<file path="src/rtl/vga_capture.sv">
// VGA sink: registers the incoming sync/RGB stream, locks to line and frame timing,
// flags timing violations and emits per-pixel x/y coordinates with a valid strobe.
module vga_capture #(
   parameter int unsigned HPIXELS    = 800,
   parameter int unsigned VLINES     = 521,
   parameter int unsigned HACT_START = 145,
   parameter int unsigned HACT       = 640,
   parameter int unsigned VACT_START = 31,
   parameter int unsigned VACT       = 480
) (
   input  logic       dclk,
   input  logic       clr,
   input  logic       hsync,
   input  logic       vsync,
   input  logic [3:0] red_i,
   input  logic [3:0] green_i,
   input  logic [3:0] blue_i,
   output logic       px_valid,
   output logic [9:0] x,
   output logic [9:0] y,
   output logic [3:0] red_o,
   output logic [3:0] green_o,
   output logic [3:0] blue_o,
   output logic       frame_start,
   output logic       locked,
   output logic       sync_err
);

   localparam logic [9:0] C_HLAST = 10'(HPIXELS - 1);
   localparam logic [9:0] C_HLEN  = 10'(HPIXELS);
   localparam logic [9:0] C_VLAST = 10'(VLINES - 1);
   localparam logic [9:0] C_VLEN  = 10'(VLINES);
   localparam logic [9:0] C_HA0   = 10'(HACT_START);
   localparam logic [9:0] C_HA1   = 10'(HACT_START + HACT);
   localparam logic [9:0] C_VA0   = 10'(VACT_START);
   localparam logic [9:0] C_VA1   = 10'(VACT_START + VACT);

   typedef enum logic [1:0] {SEARCH, ACQUIRE, LOCKED} state_t;

   state_t      r_state;
   state_t      w_state_nxt;
   logic        r_hs, r_vs, r_hs_d, r_vs_d;
   logic [11:0] r_rgb1, r_rgb2;
   logic [9:0]  r_hc, r_vc;
   logic        r_px_valid, r_frame_start, r_locked, r_sync_err;
   logic [9:0]  r_x, r_y;
   logic [11:0] r_rgb_o;

   logic        w_hfall, w_vfall, w_boundary, w_viol;
   logic        w_err, w_frame_good, w_pix_ok;

   assign w_hfall    = r_hs_d & ~r_hs;
   assign w_vfall    = r_vs_d & ~r_vs;
   assign w_boundary = w_hfall & w_vfall;

   // hc/vc still describe the previous sample here, so a correct line ends on HPIXELS-1
   assign w_viol = (w_hfall && (r_hc != C_HLAST)) ||
                   (r_hc == C_HLEN) ||
                   (w_vfall && !w_hfall) ||
                   (w_boundary && (r_vc != C_VLAST)) ||
                   (r_vc == C_VLEN);

   always_ff @(posedge dclk) begin
      if (clr) r_state <= SEARCH;
      else     r_state <= w_state_nxt;
   end

   always_comb begin
      w_state_nxt  = r_state;
      w_err        = 1'b0;
      w_frame_good = 1'b0;
      case (r_state)
         SEARCH: begin
            if (w_boundary) w_state_nxt = ACQUIRE;
         end
         ACQUIRE: begin
            if (w_viol) begin
               w_err       = 1'b1;
               w_state_nxt = SEARCH;
            end else if (w_boundary) begin
               w_state_nxt = LOCKED;
            end
         end
         LOCKED: begin
            if (w_viol) begin
               w_err       = 1'b1;
               w_state_nxt = SEARCH;
            end else if (w_boundary) begin
               w_frame_good = 1'b1;
            end
         end
         default: w_state_nxt = SEARCH;
      endcase
   end

   // r_state, hc, vc and r_rgb2 all describe the same sample, keeping x/y aligned with RGB
   assign w_pix_ok = (r_state == LOCKED) &&
                     (r_hc >= C_HA0) && (r_hc < C_HA1) &&
                     (r_vc >= C_VA0) && (r_vc < C_VA1);

   always_ff @(posedge dclk) begin
      if (clr) begin
         r_hs          <= 1'b1;
         r_vs          <= 1'b1;
         r_hs_d        <= 1'b1;
         r_vs_d        <= 1'b1;
         r_rgb1        <= '0;
         r_rgb2        <= '0;
         r_hc          <= '0;
         r_vc          <= '0;
         r_px_valid    <= 1'b0;
         r_x           <= '0;
         r_y           <= '0;
         r_rgb_o       <= '0;
         r_frame_start <= 1'b0;
         r_locked      <= 1'b0;
         r_sync_err    <= 1'b0;
      end else begin
         r_hs   <= hsync;
         r_vs   <= vsync;
         r_hs_d <= r_hs;
         r_vs_d <= r_vs;
         r_rgb1 <= {red_i, green_i, blue_i};
         r_rgb2 <= r_rgb1;

         if (w_hfall)          r_hc <= '0;
         else if (r_hc != '1)  r_hc <= r_hc + 10'd1;

         if (w_hfall) begin
            if (w_vfall)          r_vc <= '0;
            else if (r_vc != '1)  r_vc <= r_vc + 10'd1;
         end

         r_sync_err    <= w_err;
         r_frame_start <= w_frame_good;
         r_locked      <= (w_state_nxt == LOCKED);
         r_px_valid    <= w_pix_ok;
         r_x           <= w_pix_ok ? (r_hc - C_HA0) : '0;
         r_y           <= w_pix_ok ? (r_vc - C_VA0) : '0;
         r_rgb_o       <= w_pix_ok ? r_rgb2 : '0;
      end
   end

   assign px_valid    = r_px_valid;
   assign x           = r_x;
   assign y           = r_y;
   assign red_o       = r_rgb_o[11:8];
   assign green_o     = r_rgb_o[7:4];
   assign blue_o      = r_rgb_o[3:0];
   assign frame_start = r_frame_start;
   assign locked      = r_locked;
   assign sync_err    = r_sync_err;

endmodule

</file>
<file path="config.mk">
export PLATFORM = sky130hd
export DESIGN_NAME = vga_capture
export DESIGN_NICKNAME = d
export VERILOG_FILES = /design/src/rtl/vga_capture.sv
export SDC_FILE = /design/constraint.sdc
export NUM_CORES = 1
export LEC_CHECK = 0
export ABC_AREA = 1
export CORE_ASPECT_RATIO = 1.75
export CORE_UTILIZATION = 35
export CTS_CLUSTER_SIZE = 25
export DETAILED_ROUTE_END_ITERATION = 6
export PLACE_DENSITY = 0.58
export SLEW_MARGIN = 20
export SYNTH_ARGS = -nofsm -noshare
export SYNTH_HDL_FRONTEND = slang
export SYNTH_SLANG_ARGS = --single-unit
</file>
<file path="constraint.sdc">
create_clock -name dclk -period 2.2 [get_ports dclk]
set_input_delay 0.33 -clock dclk [delete_from_list [all_inputs] [get_ports dclk]]
set_output_delay 0.33 -clock dclk [all_outputs]
set_load 0.005 [all_outputs]
</file>
==> impl_metrics.toml <==
[outcome]
status = "completed"

[setup_path]
max_stage_delay_ns = 0.46
cpMostUsedCell = "nand3_1"
cp_max_fo = 8
crit_buf_inv = 1
cp-start-kind = "flop"
slowest_stage = "dfxtp_1"
cp_data_arrival_time_ns = 2.13
worstSetupPathType = "flop to flop"
required_ns = 2.41
cp_top_family = "simple AND/OR/NAND/NOR gates"
r2r_slack_ns = 0.28
cp_cell_sequence = "ha_1, nand3_1, nor2_1, nand3_1, nor2_4, inv_2, nand2_1, a21oi_1"
end_kind = "flop"

[route]
first_pass_iters = 5
finalWirelength_um = 7080
antenna_left = 0
drt_iter0_markers = 94
met3_length_um = 215
via_per_inst = 4.43
met1_length_um = 2570
routedWlPerCell_um = 11.2
drc = 0
vias = 2801
dr.max_layer_used = "met4"
wl_met2_um = 3950

[sta]
clock_skew_ns = 0.00582
rsz0062_at_grt = "false"
fmax_mhz = 520
slew_viol_final = 0
finalCritPeriodShare = 0.874
fin_crit_ns = 1.92
slew_headroom = 0.735
finalSetupViolCount = 0
fin_tns_setup_ns = 0
tightest_slew_ns = 0.395
hold_viol = 0

[run]
cap_violations = 0

[global_route]
grt-ovfl-total = 0
track_usage = 0.148
grt_antenna_before_repair = 0
grt_pass1_vias = 2731
grt_pass1_wl_um = 11900
grt_max_degree = 34

[clocking]
clk_pin_slew_ns = 0.06
clkLatencyLatePin_ns = 0.33
clockRootBuffer = "clkbuf_16"
clock_sinks = 86
tritoncts = "yes"
cts_buffers = 9
cts_max_path_buffers = 2
post_cts_buffers = 0
postCtsHoldBufs = 0
htreeDepth = 3

[floorplanning]
die_h_um = 134
start_util = 0.365
core_mm2 = 0.00959
boundaryPins = 52
die_x_um = 77.6
die-area_mm2 = 0.0104
fp-row-count = 47

[layout]
final_common_cell = "inv_1"
nNetsFinal = 534
layout-drive-gt1-share = 0.0902
n_antenna_cell = 0
final_cell_mix = "inv_1 (92), dfxtp_1 (86), nor2_1 (80)"
syn_to_final_growth_pct = 27.7

[yosys]
syn_area_mm2 = 0.00350
ys_warn_count = 0
synth_top_family_by_area = "simple AND/OR/NAND/NOR gates"
synth_seq_area_share = 0.492
synthAdderAreaFrac = 0.0394
synth.avg_cell_area_um2 = 7.77
synth_compound_area_frac = 0.0548
synth_cells = 450
synth_xor_xnor_area_share = 0.0301
synth_cell_types = 29
synth_nets = 477
synthSimpleGateAreaFrac = 0.263
synth_seq_cells = 86
synth_mux_area_frac = 0

[pwr]
power_mw = 3.45
power.leakage_nw = 2.10
ir_worst_vdd_uv = 471
p_per_area_mw_per_mm2 = 773

[place]
gp_congestion = 0.836
portBuffers = 51
hpwl_um = 5100

[worst_hold_path]
holdCritPathClass = "flop to flop"
## final timing paths
kind	cells after the start	from	endpoint
setup / recovery	8	r_hc[0]	r_hc[0]
hold / removal	2	r_rgb1[4]	r_rgb2[4]
setup reg to reg	8	r_hc[0]	r_hc[0]
hold reg to reg	2	r_rgb1[4]	r_rgb2[4]
## worst register-to-register path, cell delays in order, from the launching register on
cell and delay [ns]:
dfxtp_1 0.46, ha_1 0.24, nand3_1 0.16, nor2_1 0.25, nand3_1 0.21, nor2_4 0.25
inv_2 0.11, nand2_1 0.07, a21oi_1 0.06
## metal layers
layer  GRT usage  vias up
met4       0.104        0
li1            -     1468
met3      0.0340       22
met5           0        -
met2       0.286       57
met1       0.131     1254
## registers in the layout, indices dropped and copies added (netlist names)
name	count
frame_start	1
r_hs	1
x	10
r_vs_d	1
r_rgb1	12
r_state	2
locked	1
r_rgb_o	12
px_valid	1
y	10
sync_err	1
r_rgb2	12
r_vs	1
r_hs_d	1
r_vc	10
r_hc	10
## repair_timing
action                                  in CTS  in global routing
endpoints found under the setup margin       0                 24
resized for setup                            0                  1
endpoints found under the hold margin        0                  0
## cell usage after synthesis
cell	number	area share
a211oi_1	1	0.0021
a21oi_1	15	0.021
buf_2	1	0.0014
buf_4	1	0.0021
buf_6	4	0.013
clkbuf_1	4	0.0043
dfxtp_1	86	0.49
ha_1	11	0.039
inv_1	92	0.099
inv_2	1	0.0011
nand2_1	58	0.062
nand2_2	4	0.0072
nand3_1	28	0.040
nand3b_4	1	0.0057
nand4_1	4	0.0072
nand4_2	2	0.0072
nor2_1	80	0.086
nor2_2	11	0.020
nor2_4	3	0.0097
nor3_1	5	0.0072
nor4_1	1	0.0018
o211ai_1	1	0.0021
o21ai_0	15	0.021
o21ai_1	2	0.0029
o21ai_2	1	0.0025
o31ai_1	1	0.0021
or2_2	5	0.0089
xnor2_1	4	0.010
xor2_1	8	0.020
## metrics by stage
| step | cells | util | area [um^2] | worst slack [ns] | hold WS, ns |
|---|---|---|---|---|---|
| detailed placement | 617 | 0.429 | 4120 | 0.196 | 0.393 |
| global route | 632 | 0.466 | 4460 | 0.0770 | 0.412 |
| floorplan | 450 | - | 3500 | 0.631 | 0.388 |
| global placement | 617 | 0.429 | 4120 | 0.279 | 0.389 |
| CTS | 631 | 0.464 | 4440 | 0.170 | 0.403 |
| finish | 632 | 0.466 | 4460 | 0.278 | 0.399 |
## logic make-up after synthesis
group / count (synthesis)
AOI/OAI and AO/OA: 36
xor gates and xnor gates: 12
adders and majority gates: 11
buffers and inverters: 103
DFF: 86
and+or+nand+nor: 202
## power by group
group	internal, mW	total [mW]	switching, mW
Clock	1.10	1.66	0.560
Sequential	1.59	1.61	0.0208
Combinational	0.0803	0.181	0.101
## final cells by class
type	count	area (um^2)
sequential	86	1720
fill	972	5120
multi-input combinational	262	1370
timing repair buffer	55	541
tap	122	153
inverter	93	349
clock inverter	4	97.6
clock buffer	10	229
(Power assumes the default switching activity.)
